<file path="src/rtl/uart_tx_feeder.sv">
// uart_tx_feeder: buffers producer bytes and launches one parity-tagged UART frame at a time
// Ports:
//   clk        system clock, all logic on posedge
//   rst        asynchronous active-low reset
//   s_valid    producer byte valid
//   s_data     producer byte
//   s_ready    FIFO can accept (not full)
//   UART_Start one-cycle launch pulse to the driver
//   tx_data    {parity, byte} to the driver data_in
//   UART_Ready driver idle
//   UART_Busy  driver transmitting
//   fifo_count current FIFO occupancy
//   fifo_empty occupancy is zero
//   fifo_full  occupancy is DEPTH
//   start_err  sticky: a launch was never acknowledged by UART_Busy
//   err_clr    synchronous clear of start_err
module uart_tx_feeder #(
   parameter int DEPTH        = 16,
   parameter bit PARITY_EN    = 1'b1,
   parameter bit PARITY_ODD   = 1'b0,
   parameter int GAP_CYCLES   = 0,
   parameter int BUSY_TIMEOUT = 4
) (
   input  logic                   clk,
   input  logic                   rst,
   input  logic                   s_valid,
   input  logic [7:0]             s_data,
   output logic                   s_ready,
   output logic                   UART_Start,
   output logic [8:0]             tx_data,
   input  logic                   UART_Ready,
   input  logic                   UART_Busy,
   output logic [$clog2(DEPTH):0] fifo_count,
   output logic                   fifo_empty,
   output logic                   fifo_full,
   output logic                   start_err,
   input  logic                   err_clr
);
   localparam int AW = $clog2(DEPTH);
   localparam int TW = $clog2(BUSY_TIMEOUT + 2);
   localparam int GW = $clog2(GAP_CYCLES + 2);
   localparam logic [AW:0]   FULL     = DEPTH[AW:0];
   localparam logic [TW-1:0] TMO_LAST = TW'(BUSY_TIMEOUT - 1);
   localparam logic [GW-1:0] GAP_LOAD = GW'(GAP_CYCLES);
   typedef enum logic [2:0] {IDLE, LAUNCH, WAIT_BUSY, WAIT_DONE, GAP} state_e;
   state_e        state_q;
   logic [7:0]    mem_q [DEPTH];
   logic [AW-1:0] wr_q, rd_q;
   logic [AW:0]   count_q, count_d;
   logic [TW-1:0] tmo_q;
   logic [GW-1:0] gap_q;
   logic          start_q, err_q;
   logic [8:0]    tx_q;
   logic          push, pop, par;
   logic [7:0]    head;
   assign fifo_count = count_q;
   assign fifo_empty = count_q == '0;
   assign fifo_full  = count_q == FULL;
   assign s_ready    = !fifo_full;
   assign UART_Start = start_q;
   assign tx_data    = tx_q;
   assign start_err  = err_q;
   assign push = s_valid && s_ready;
   // the only pop is the launch itself, so the freed slot is writable from the next cycle
   assign pop  = state_q == IDLE && !fifo_empty && UART_Ready;
   assign head = mem_q[rd_q];
   assign par  = PARITY_EN ? (^head) ^ PARITY_ODD : 1'b1;
   always_comb count_d = push && !pop ? count_q + 1'b1 : pop && !push ? count_q - 1'b1 : count_q;
   always_ff @(posedge clk)
      if (push) mem_q[wr_q] <= s_data;
   always_ff @(posedge clk or negedge rst) begin
      if (!rst) begin
         state_q <= IDLE;
         wr_q    <= '0;
         rd_q    <= '0;
         count_q <= '0;
         tmo_q   <= '0;
         gap_q   <= '0;
         start_q <= 1'b0;
         err_q   <= 1'b0;
         tx_q    <= 9'h1FF;
      end else begin
         count_q <= count_d;
         start_q <= 1'b0;
         if (push) wr_q <= wr_q + 1'b1;
         if (pop) rd_q <= rd_q + 1'b1;
         // a timeout below overrides this clear in the same cycle
         if (err_clr) err_q <= 1'b0;
         case (state_q)
            IDLE:
               if (pop) begin
                  tx_q    <= {par, head};
                  start_q <= 1'b1;
                  state_q <= LAUNCH;
               end
            LAUNCH: begin
               tmo_q   <= '0;
               state_q <= WAIT_BUSY;
            end
            WAIT_BUSY:
               if (UART_Busy) state_q <= WAIT_DONE;
               else if (tmo_q == TMO_LAST) begin
                  err_q   <= 1'b1;
                  state_q <= IDLE;
               end else tmo_q <= tmo_q + 1'b1;
            WAIT_DONE:
               if (UART_Ready) begin
                  gap_q   <= GAP_LOAD;
                  state_q <= GAP_CYCLES > 0 ? GAP : IDLE;
               end
            GAP:
               if (gap_q <= GW'(1)) state_q <= IDLE;
               else gap_q <= gap_q - 1'b1;
            default: state_q <= IDLE;
         endcase
      end
   end
endmodule
</file>
<file path="config.mk">
export PLATFORM = sky130hd
export DESIGN_NAME = uart_tx_feeder
export DESIGN_NICKNAME = d
export VERILOG_FILES = /design/src/rtl/uart_tx_feeder.sv
export SDC_FILE = /design/constraint.sdc
export NUM_CORES = 1
export LEC_CHECK = 0
export BUFFER_PORTS_ARGS = -buffer_cell sky130_fd_sc_hd__buf_2
export CORE_MARGIN = 5
export CORE_UTILIZATION = 40
export CTS_CLUSTER_SIZE = 12
export DETAILED_ROUTE_END_ITERATION = 8
export PLACE_DENSITY = 0.58
export SLEW_MARGIN = 20
export SYNTH_ARGS = -nofsm -noshare
export SYNTH_HDL_FRONTEND = slang
export SYNTH_SLANG_ARGS = --single-unit
</file>
<file path="constraint.sdc">
create_clock -name clk -period 7.3 [get_ports clk]
set_clock_uncertainty 0.05 [all_clocks]
set_input_delay 0.365 -clock clk [delete_from_list [all_inputs] [get_ports clk]]
set_output_delay 0.365 -clock clk [all_outputs]
set_load 0.005 [all_outputs]
</file>
# Word level (Yosys, flattened, before mapping)
# Memories as Yosys holds them, arrays and structs flattened.
# Cells that the tools add are included.
# totals
regBits,31
mem_bits_rw,128
in_bits,14
output_inout_bits,19
elab_cells,71
memories,1
# op_classes
n_addsub,6
n_lt_le_gt_ge,1
n_eq_ne,13
muxes,22
reduce_logical,19
# mem_list
name,depth,width,rd,rd_ports_with_merged_regs,wr,line,rtl
mem_q,16,8,1,0,1,47,logic [7:0] mem_q [DEPTH];
# ops
cell,count
3-bit 2-to-1 mux,7
3-bit one-hot mux with 5 select lines,1
"2-bit inequality test, second input constant",6
1-bit 2-to-1 mux,10
5-bit 2-to-1 mux,2
"3-bit by 2-bit == test with 1-bit output, second input constant",3
"4-bit by 1-bit adder with 4-bit output, second input constant",2
8-bit parity,1
3-bit one-hot mux with 2 select lines,1
3-bit AND reduction,2
2-bit nonzero test,3
"5-bit by 1-bit adder with 5-bit output, second input constant",1
"5-bit == test, second input constant",1
1-bit logical AND,5
5-bit zero test,1
"5-bit by 1-bit subtractor with 5-bit output, second input constant",1
1-bit zero test,4
4-bit AND reduction,1
"3-bit by 1-bit adder with 3-bit output, second input constant",1
"3-bit by 1-bit == test with 1-bit output, second input constant",1
"3-bit == test, second input constant",1
3-bit zero test,1
"3-bit inequality test, second input constant",1
1-bit one-hot mux with 2 select lines,1
other kinds (3),3

# Depth between registers and ports, before layout
# Gate-level depths: netlist of run 1.
# logic_depth
depth_word,7
mapped_depth,13
ltp_nobuf,12

# Least setup slack after synthesis of run 1
# Ideal clock, no wire load.
# synth_path
path_kind,register to register
from,register count_q[0] (netlist: fifo_count[0])
to,register count_q[4] (netlist: fifo_count[4])
setup_ps,125
t_arrival_ps,2914
required_ps,7125
setup_slack_ps,4210
path_stages_with_launch,14
path_buffers,1
period_less_slack_ps,3090
path_cell_list,dfrtp_1 nor4_1 nor2b_1 nor4b_2 inv_1 buf_1 ha_1 inv_1 fa_1 a21o_1 a21oi_1 xnor2_1 nor2_1 xor2_1
# synth_via
elab_chain_len,7
elab_cells_between_ends,16
classes_between,add/sub: 2; eq/ne: 1; mux: 2; reduce/logical: 11
# synth_lines
element,line,rtl
start: declaration,49,"logic [AW:0] count_q, count_d;"
start signal: assignment,83,count_q <= count_d;
5-bit zero test *,57,assign fifo_empty = count_q == '0;
named net fifo_empty,34,"output logic fifo_empty,"
1-bit zero test *,65,assign pop = state_q == IDLE && !fifo_empty && UART_Ready;
1-bit logical AND * (2 in a row),65,
1-bit zero test,68,always_comb count_d = push && !pop ? count_q + 1'b1 : pop && !push ? count_q - 1'b1 : count_q;
1-bit logical AND,68,
5-bit 2-to-1 mux / 2-bit nonzero test (equally long branches),-,
# The timed path passes the listed nets; every way through them passes the cells marked *. The select of a mux whose other input is x is not followed.
# A chain may end at the register's enable or synchronous reset.

# Worst setup path after layout of run 1
# layout_path
from,register count_q[0] (netlist: fifo_count[0])
to,register count_q[4] (netlist: fifo_count[4])
# layout_via
elab_chain_len,7
elab_cells_between_ends,16
classes_between,add/sub: 2; eq/ne: 1; mux: 2; reduce/logical: 11
# layout_lines
element
"parallel branches: the longest is 7 deep, another holds 5-bit by 1-bit subtractor with 5-bit output"
# Parallel ways; which one is timed is not known. The select of a mux whose other input is x is not followed.

==> metrics.yaml, run 1 <==
status: "completed"
start_util_pct: 41.0
syn_to_final_growth_pct: 13.1
port-buffer-count: 32
ys_seq_area_share_pct: 70.1
ys_seq_elements: 157
r2r_slack_ns: 3.90
r2r_cells: 12
fill_cells: 1385
async_flop_share_pct: 18.5
cp_num_buf_inv: 2
synthesis.area_mm2: 0.00654
power_density_mw_per_mm2: 401
clkTransAtPathRegs_ns: 0.06
clockRootBuffer: "clkbuf_16"
cp_top_family: "simple AND/OR/NAND/NOR gates"
antennaDiodeCount: 0
cts-htree-levels: 4
slew_headroom_pct: 36.2
wire_per_inst_um: 19.1
core-area_mm2: 0.0159
dieArea_mm2: 0.0190
min_path_cells: 2
post-route-min-period_ns: 3.40
synth_top_cell_area_share_pct: 58.8
synth_edf_count: 128
drtIter0Drc: 216
cts_buffer_depth: 2
hold_ws_ns: 0.0992
total_leakage_power_nw: 2.59
max_freq_mhz: 294
wl_mm: 11.8
grt_pass1_wl_mm: 18.4
yosys_warnings: 0
grt_pass1_vias: 3198
synth.largest_area_cell: "edfxtp_1"
worstPathArrival_ns: 3.65
vias_per_cell: 5.10
drive_above_1_share_pct: 25.6
dr.pass1.iters: 4
finalMaxSlewViolations: 0
tns_ns: 0
grt_antenna_before_repair: 0
ant_nets: 0
die_x_um: 138
end_kind: "flip-flop"
timing_worst_setup_path_type: "reg -> reg"
drc_errors: 0
synth.distinct_cells: 41
start_kind: "flip-flop"
cts.sinks: 157
path_cells: "nor4_1 > nor2b_1 > nor4b_2 > inv_1 > ha_1 > inv_1 > ha_1 > a21o_1 > a21oi_1 > xnor2_1 > nor2_1 > xor2_1"
holdPathEnd: "start_err"
nets: 411
crit_path_max_incr_delay_ns: 0.66
rsz0062_at_grt: "no"
hold_viol: 0
cap_violations: 0
rows: 46
ios: 33
dieHeight_um: 138
num_vias: 3129
numCtsBuffers: 17
place_inst: 581
grt_usage_pct: 13.6
syn-num-nets: 372
ir_worst_vdd_v: 0.000193
min_from: "err_clr"
hpwl_mm: 7.73
final_common_cell: "edfxtp_1"
final_cell_mix: "edfxtp_1 (128), buf_2 (32), nand2_1 (24)"
tightest_slew_ns: 0.953
critPathRequiredTime_ns: 7.55
cts_setup_buffers: 0
setup_viol: 0
crit_slowest_cell: "nor4b_2"
period_share_pct: 46.5
r2r-end: "fifo_count[4]"
worstReg2RegStart: "fifo_count[0]"
grt_max_degree: 37
ys_top_cells_by_area: "edfxtp_1 (59%), dfrtp_1 (7.7%), mux4_1 (7.2%)"
synth_ff_type: "edfxtp_1"
grt-ovfl-total: 0
cp_max_fo: 16
gp_congestion: 0.776
clkLatencyLatePin_ns: 0.42
cts_tree: "built"
total_power_w: 0.00296
min_path_type: "in -> reg"
postSynthAreaPerCell_um2: 18.9
syn_inst: 346
final_cells: 614
==> cells in the mapped netlist (6+ instances only) <==
master and number:
mux4_1 18, dfstp_2 9, nor3_1 6, a21oi_1 6, dfrtp_1 20, edfxtp_1 128
o21ai_0 13, nor2_1 15, inv_1 8, ha_1 11, mux4_2 16, xnor2_1 14
nand2_1 24
==> cells by family (layout without fill, tap and decap cells) <==
kind of cell               Yosys count  after routing  share of synthesized area, %
DFF                                157            157                          70.1
muxes                               40             40                          13.7
and+or+nand+nor                     61             61                          4.38
AOI/OAI and AO/OA                   35             35                          3.85
buffers and inverters               24             76                          3.06
adders and majority gates           12             12                          2.41
xor gates and xnor gates            17             17                          2.49
==> worst register-to-register path: stages (launching register included) <==
cell,delay [ns]
dfrtp_1,0.44
nor4_1,0.10
nor2b_1,0.15
nor4b_2,0.66
inv_1,0.44
ha_1,0.34
inv_1,0.14
ha_1,0.29
a21o_1,0.17
a21oi_1,0.18
xnor2_1,0.13
nor2_1,0.06
xor2_1,0.14
==> report_power, final <==
group	leakage [nW]	total (W)	internal (W)	switching [W]
clock	0.257	0.000812	0.000468	0.000344
combinational	0.839	0.000879	0.000452	0.000426
sequential	1.50	0.00127	0.00114	0.000137
total	2.59	0.00296	0.00206	0.000907
==> state kept, by name (all words and copies together), names as in the netlist <==
register / flops
tmo_q: 3
wr_q: 4
start_err: 1
state_q: 2
fifo_count: 5
mem_q: 128
rd_q: 4
UART_Start: 1
tx_data: 9
==> stage by stage <==
step / instance area, um^2 / setup WS (ns) / util, %
6_report: 7390 / 3.90 / 46.4
5_1_grt: 7390 / 3.58 / 46.4
4_1_cts: 7390 / 3.80 / 46.4
3_5_place_dp: 6830 / 3.85 / 42.9
3_3_place_gp: 6830 / 3.96 / 42.9
2_1_floorplan: 6540 / 4.21 / -
==> what timing repair did <==
action | 4_1_cts | 5_1_grt
endpoints found under the hold margin | 20 | 0
hold buffers | 1 | 0
gates resized for setup | 0 | 0
==> how the worst max path moves through the flow <==
stage	to	cells past startpoint	slack [ns]	from
6_report	fifo_count[4]	12	3.90	fifo_count[0]
5_1_grt	fifo_count[4]	12	3.58	fifo_count[0]
4_1_cts	fifo_count[4]	12	3.80	fifo_count[0]
3_5_place_dp	fifo_count[4]	12	3.85	fifo_count[0]
3_3_place_gp	fifo_count[4]	12	3.96	fifo_count[0]
2_1_floorplan	fifo_count[4]	13	4.21	fifo_count[0]
==> cell type report <==
type | instances | area (um^2) | share of cell area (%)
clock buffer | 18 | 429 | 5.81
clock inverter | 14 | 119 | 1.61
inverter | 8 | 30.0 | 0.406
multi-input combinational | 165 | 1770 | 23.9
sequential | 157 | 4580 | 62.0
tap | 216 | 270 | 3.66
timing repair buffer | 36 | 193 | 2.61
==> routing by layer <==
metal | GRT usage [%] | routed length [um] | vias up
met2 | 20.7 | 5710 | 45
met5 | 0 | 0 | -
met1 | 18.4 | 5500 | 1608
met3 | 3.29 | 322 | 17
li1 | - | - | 1459
met4 | 6.26 | 221 | 0
No activity file was read; power rests on OpenSTA's default activity.
==> run 2, diff against run 1 <==
==> constraint.sdc (replaced) <==
create_clock -name clk -period 3.45 [get_ports clk]
set_clock_uncertainty 0.05 [all_clocks]
set_input_delay 0.1725 -clock clk [delete_from_list [all_inputs] [get_ports clk]]
set_output_delay 0.1725 -clock clk [all_outputs]
set_load 0.005 [all_outputs]
==> run 2 against run 1 <==
Compared with the run above: global-route usage grew 0.45 points; sequential share of layout area fell by 0.81 points; fmax up 15%; sequential power is 110% higher; critical endpoint unchanged; largest power group unchanged; highest routed layer unchanged.
==> metrics.yaml, run 2 (synthesized netlist as in run 1, its figures left out) <==
grt-ovfl-total: 0  # unchanged
tns_ns: 0  # unchanged
max_freq_mhz: 339  # +15%
seq_area_mm2: 0.00458  # about the same
crit_slowest_cell: "dfrtp_1"
drtIter0Drc: 185  # -14%
switching_share_pct: 30.2  # -0.40 points
intPower_w: 0.00441  # +110%
status: "completed"
drive_above_1_share_pct: 26.6  # +0.96 points
clockRootBuffer: "clkbuf_16"
grt_max_degree: 30  # -19%
hold_viol: 0  # unchanged
num_vias: 3217  # +2.8%
wl_mm: 12.0  # +1.7%
place_inst: 592  # +1.9%
clkTransAtPathRegs_ns: 0.06  # about the same
grt_pass1_wl_mm: 19.2  # +4.0%
tightest_slew_ns: 0.957  # +0.00343 ns
r2r-end: "fifo_count[4]"
switching_power_w: 0.00191  # +110%
vias_per_cell: 5.14  # +0.84%
hpwl_mm: 7.96  # +3.0%
p_comb_share_pct: 31.0  # +1.3 points
critPathLaunch: "fifo_count[0]"
crit_path_end: "fifo_count[4]"
multi_input_area_mm2: 0.00177  # about the same
critPathRequiredTime_ns: 3.70  # -3.85 ns
power_frac_clock_pct: 26.7  # -0.7 points
cp_top_family: "simple AND/OR/NAND/NOR gates"
end_kind: "flip-flop"
syn_to_final_growth_pct: 14.5
dieHeight_um: 138  # unchanged
min_path_type: "in -> reg"
r2r_slack_ns: 0.50  # -3.40 ns
worstReg2RegStart: "fifo_count[0]"
slew_headroom_pct: 36.0  # -0.23 points
rows: 46  # unchanged
die_x_um: 138  # unchanged
ios: 33  # unchanged
grt_usage_pct: 14.0  # +0.45 points
crit_top_cell: "inv_1"
drc_errors: 0  # unchanged
port-buffer-count: 32  # unchanged
fill_cells: 1365  # -1.4%
final_cells: 626  # +2.0%
cts-htree-levels: 4  # unchanged
power_density_mw_per_mm2: 843  # +110%
start_kind: "flip-flop"
cts_setup_buffers: 0  # unchanged
p_seq_share_pct: 42.3  # -0.6 points
cp_num_buf_inv: 2  # unchanged
cts_tree: "built"
cts.sinks: 157  # unchanged
clkLatencyLatePin_ns: 0.41  # about the same
final_cell_mix: "edfxtp_1 (128), buf_2 (32), nand2_1 (24)"
regMostFlops: "mem_q"
total_leakage_power_nw: 2.66  # +2.8%
largest_reg_flops: 128  # unchanged
cp_max_fo: 8  # -8
cap_violations: 0  # unchanged
grt_antenna_before_repair: 0  # unchanged
period_share_pct: 85.5  # +39 points
path_cells: "nor4_1 > nor2b_1 > nor4b_4 > inv_1 > ha_1 > inv_1 > fa_1 > a21o_1 > a21oi_1 > xnor2_1 > nor2_1 > xor2_1"
start_util_pct: 41.0  # unchanged
gp_congestion: 0.799  # +3.0%
grt_pass1_vias: 3324  # +3.9%
antennaDiodeCount: 0  # unchanged
nets: 424  # +3.2%
dr.pass1.iters: 4  # unchanged
core-area_mm2: 0.0159  # unchanged
ant_nets: 0  # unchanged
post-route-min-period_ns: 2.95  # -0.446 ns
crit_path_max_incr_delay_ns: 0.45  # -0.21 ns
rsz0062_at_grt: "no"
worstPathArrival_ns: 3.20  # -0.45 ns
cts_buffer_depth: 2  # unchanged
dieArea_mm2: 0.0190  # unchanged
cp.depth: 12  # unchanged
final_common_cell: "edfxtp_1"
numCtsBuffers: 17  # unchanged
ir_worst_vdd_v: 0.000428  # +120%
finalMaxSlewViolations: 0  # unchanged
setup_viol: 0  # unchanged
wire_per_inst_um: 19.1  # -0.25%
r2r_cells: 12  # unchanged
timing_worst_setup_path_type: "reg -> reg"
[run 2: final cells by class]
type,count,share of cell area (%)
Multi-Input combinational cell,165,23.6
Clock buffer,20,5.83
Tap cell,216,3.61
Timing Repair Buffer,49,4.11
Clock inverter,11,1.27
Sequential cell,157,61.2
Inverter,8,0.401
[run 2: power groups by stage]
| stage | combinational (W) | clock [W] | sequential, W |
|---|---|---|---|
| floorplan | 0.00166 | 0 | 0.00256 |
| global placement | 0.00196 | 0 | 0.00269 |
| detailed placement | 0.00198 | 0 | 0.00270 |
| CTS | 0.00199 | 0.00173 | 0.00267 |
| global route | 0.00217 | 0.00181 | 0.00272 |
| finish | 0.00196 | 0.00168 | 0.00267 |
[run 2: how the worst min path moves through the flow]
| stage | from | endpoint | slack, ns | cells after the start |
|---|---|---|---|---|
| finish | UART_Busy | start_err | 0.08 | 3 |
| global route | s_data[6] | mem_q[10][6] | 0.08 | 1 |
| global placement | rst | start_err | 0.19 | 1 |
| detailed placement | rst | tmo_q[2] | 0.20 | 1 |
| CTS | UART_Busy | start_err | 0.06 | 3 |
| floorplan | rst | UART_Start | -0.17 | 0 |
[run 2: layer usage]
metal	wire, um	vias to the layer above	GRT usage, %
li1	-	1478	-
met4	137	0	5.93
met5	0	-	0
met1	5630	1679	18.9
met2	5750	52	21.7
met3	439	8	3.47
[run 2: worst register-to-register path, stage by stage (launching register included)]
cell and delay [ns]:
dfrtp_1 0.45, nor4_1 0.37, nor2b_1 0.32, nor4b_4 0.13
inv_1 0.10, ha_1 0.18, inv_1 0.11, fa_1 0.42
a21o_1 0.20, a21oi_1 0.17, xnor2_1 0.13, nor2_1 0.07
xor2_1 0.14
[run 2: what timing repair did]
| item | CTS | global route |
|---|---|---|
| hold endpoints to repair | 22 | 0 |
| setup endpoints to repair | 0 | 1 |
| gates resized for setup | 0 | 1 |
| hold buffers | 3 | 0 |
[run 2: through the flow]
| stage | setup WS, ns | area [um^2] | util (%) | hold slack [ns] | total power, W |
|---|---|---|---|---|---|
| 2_1_floorplan | 0.360 | 6540 | - | -0.173 | 0.00422 |
| 3_3_place_gp | 0.355 | 6920 | 43.4 | 0.189 | 0.00465 |
| 6_report | 0.500 | 7490 | 47.0 | 0.0841 | 0.00631 |
| 4_1_cts | 0.239 | 7480 | 46.9 | 0.0634 | 0.00639 |
| 5_1_grt | 0.279 | 7490 | 47.0 | 0.0804 | 0.00670 |
| 3_5_place_dp | 0.252 | 6920 | 43.4 | 0.196 | 0.00468 |
==> run 3, diff against run 2 <==
--- a/config.mk
+++ b/config.mk
@@ -8,6 +8,7 @@
 export BUFFER_PORTS_ARGS = -buffer_cell sky130_fd_sc_hd__buf_2
 export CORE_MARGIN = 5
 export CORE_UTILIZATION = 40
+export CTS_BUF_LIST = sky130_fd_sc_hd__clkbuf_8
 export CTS_CLUSTER_SIZE = 12
 export DETAILED_ROUTE_END_ITERATION = 8
 export PLACE_DENSITY = 0.58
==> constraint.sdc (replaced) <==
create_clock -name clk -period 3.45 [get_ports clk]
set_clock_uncertainty 0.05 [all_clocks]
set_input_delay 0.5175 -clock clk [delete_from_list [all_inputs] [get_ports clk]]
set_output_delay 0.5175 -clock clk [all_outputs]
set_load 0.005 [all_outputs]
==> run 3 against run 2 <==
Compared with the run above: sequential cell count stayed put; register-to-register slack worse by 0.03 ns; worst hold slack got worse by 0.037 ns; clock-buffer cell count fell by 3; fmax is 1.2% lower; utilization down 1.0 points; cell count shrank 0.32%; combinational power about the same; routed wire length fell by 1.6%; largest power group unchanged.
==> metrics.yaml, run 3 (synthesized netlist as in run 1, its figures left out) <==
period_share_pct: 86.5  # +1.0 points
clockRootBuffer: "clkbuf_8"
grt-ovfl-total: 0  # unchanged
crit_slowest_cell: "dfrtp_1"
cap_violations: 0  # unchanged
hold_viol: 0  # unchanged
core-area_mm2: 0.0159  # unchanged
drive_above_1_share_pct: 27.7  # +1.1 points
vias_per_cell: 5.03  # -2.1%
grt_pass1_vias: 3215  # -3.3%
wl_mm: 11.8  # -1.6%
grt_usage_pct: 13.6  # -0.37 points
cp_num_buf_inv: 2  # unchanged
ir_worst_vdd_v: 0.000356  # -17%
cts.sinks: 157  # unchanged
dieHeight_um: 138  # unchanged
slew_headroom_pct: 34.8  # -1.2 points
min_path_type: "in -> async"
end_kind: "flip-flop"
power_density_mw_per_mm2: 815  # -3.4%
place_inst: 592  # unchanged
rows: 46  # unchanged
status: "completed"
critPathRequiredTime_ns: 3.73  # +0.03 ns
start_util_pct: 41.0  # unchanged
worstPathArrival_ns: 3.26  # +0.06 ns
post-route-util_pct: 45.9  # -1.0 points
tns_ns: 0  # unchanged
fill_cells: 1409  # +3.2%
cts-htree-levels: 4  # unchanged
grt_max_degree: 30  # unchanged
port-buffer-count: 32  # unchanged
num_vias: 3139  # -2.4%
wire_per_inst_um: 18.9  # -1.2%
ios: 33  # unchanged
total_leakage_power_nw: 2.59  # -2.7%
timing_worst_setup_path_type: "reg -> reg"
clkLatencyLatePin_ns: 0.44  # +0.03 ns
gp_congestion: 0.805  # +0.73%
cp_max_fo: 8  # unchanged
cts_tree: "built"
final_common_cell: "edfxtp_1"
setup_viol: 0  # unchanged
syn_to_final_growth_pct: 12.0
cts.repair.resized: 0  # unchanged
drtIter0Drc: 212  # +15%
max_freq_mhz: 335  # -1.2%
cts_setup_buffers: 0  # unchanged
postCtsHoldBufs: 0  # -3
crit_path_max_incr_delay_ns: 0.45  # about the same
grt_pass1_wl_mm: 18.6  # -2.9%
hpwl_mm: 7.97  # about the same
final_cells: 624  # -0.32%
nets: 421  # -0.71%
grt_antenna_before_repair: 0  # unchanged
final_cell_mix: "edfxtp_1 (128), buf_2 (32), nand2_1 (24)"
rsz0062_at_grt: "no"
start_kind: "flip-flop"
cts_buffer_depth: 2  # unchanged
ant_nets: 0  # unchanged
path_cells: "nor4_1 > nor2b_1 > nor4b_4 > inv_1 > ha_1 > inv_1 > fa_1 > a21o_1 > a21oi_1 > xnor2_1 > nor2_1 > xor2_1"
cp_top_family: "simple AND/OR/NAND/NOR gates"
clkTransAtPathRegs_ns: 0.09  # +0.03 ns
post-route-min-period_ns: 2.98  # +0.0347 ns
dieArea_mm2: 0.0190  # unchanged
largest_reg_flops: 128  # unchanged
crit_top_cell: "inv_1"
numCtsBuffers: 17  # unchanged
dr.pass1.iters: 4  # unchanged
die_x_um: 138  # unchanged
antennaDiodeCount: 0  # unchanged
regMostFlops: "mem_q"
r2r_slack_ns: 0.47  # -0.03 ns
finalMaxSlewViolations: 0  # unchanged
drc_errors: 0  # unchanged
tightest_slew_ns: 0.975  # +0.0180 ns
[run 3: changes by cell type in the layout (fill, tap and decap cells not counted), sizes merged]
cell / previous run / this run
inv: 9 / 11
clkbuf: 20 / 17
dlygate4sd3: 3 / 0
bufinv: 1 / 2
clkinv: 7 / 8
[run 3: path summary, 6_finish.rpt]
check	from	endpoint	depth (start not counted)
max reg2reg	fifo_count[0]	fifo_count[4]	12
min in group clk	err_clr	start_err	2
min	rst	tmo_q[2]	1
max in group asynchronous	rst	rd_q[0]	1
min reg2reg	tx_data[8]	tx_data[8]	2
max	fifo_count[0]	fifo_count[4]	12
[run 3: worst register-to-register path, delay by kind of cell (launching register included)]
kind / cells / cell delay (ns)
compound gates: 2 / 0.39
flops: 1 / 0.45
fa+ha+maj: 2 / 0.61
xor+xnor: 2 / 0.27
buf+inv: 2 / 0.22
simple gates: 4 / 0.88
[run 3: through the flow]
stage	instance area [um^2]	setup slack, ns	power, W	hold WS [ns]
after global placement	6920	0.367	0.00464	0.397
final	7320	0.466	0.00597	0.0471
after floorplan	6540	0.360	0.00422	0.172
after global routing	7320	0.168	0.00632	0.0765
after CTS	7310	0.231	0.00604	0.0490
after detailed placement	6920	0.248	0.00469	0.408
[run 3: metal layers]
layer  global-route usage, %  share of wire, %  vias up
met1                    17.9                45     1598
met5                       0                 0        -
met4                    4.94               1.4        0
met2                    21.9                50       60
met3                    3.65               4.1       11
li1                        -                 -     1470
[run 3: cell type report]
type	count	area (um^2)	share of cell area [%]
sequential	157	4580	62.6
multi-input combinational	165	1770	24.1
timing repair buffer	46	278	3.79
tap	216	270	3.69
clock buffer	17	234	3.19
clock inverter	15	164	2.24
inverter	8	30.0	0.410
[run 3: power breakdown]
group | total, W | switching, W | leakage [nW] | internal (W)
Combinational | 0.00195 | 0.000934 | 0.897 | 0.00102
Sequential | 0.00266 | 0.000263 | 1.50 | 0.00240
Clock | 0.00135 | 0.000699 | 0.197 | 0.000654
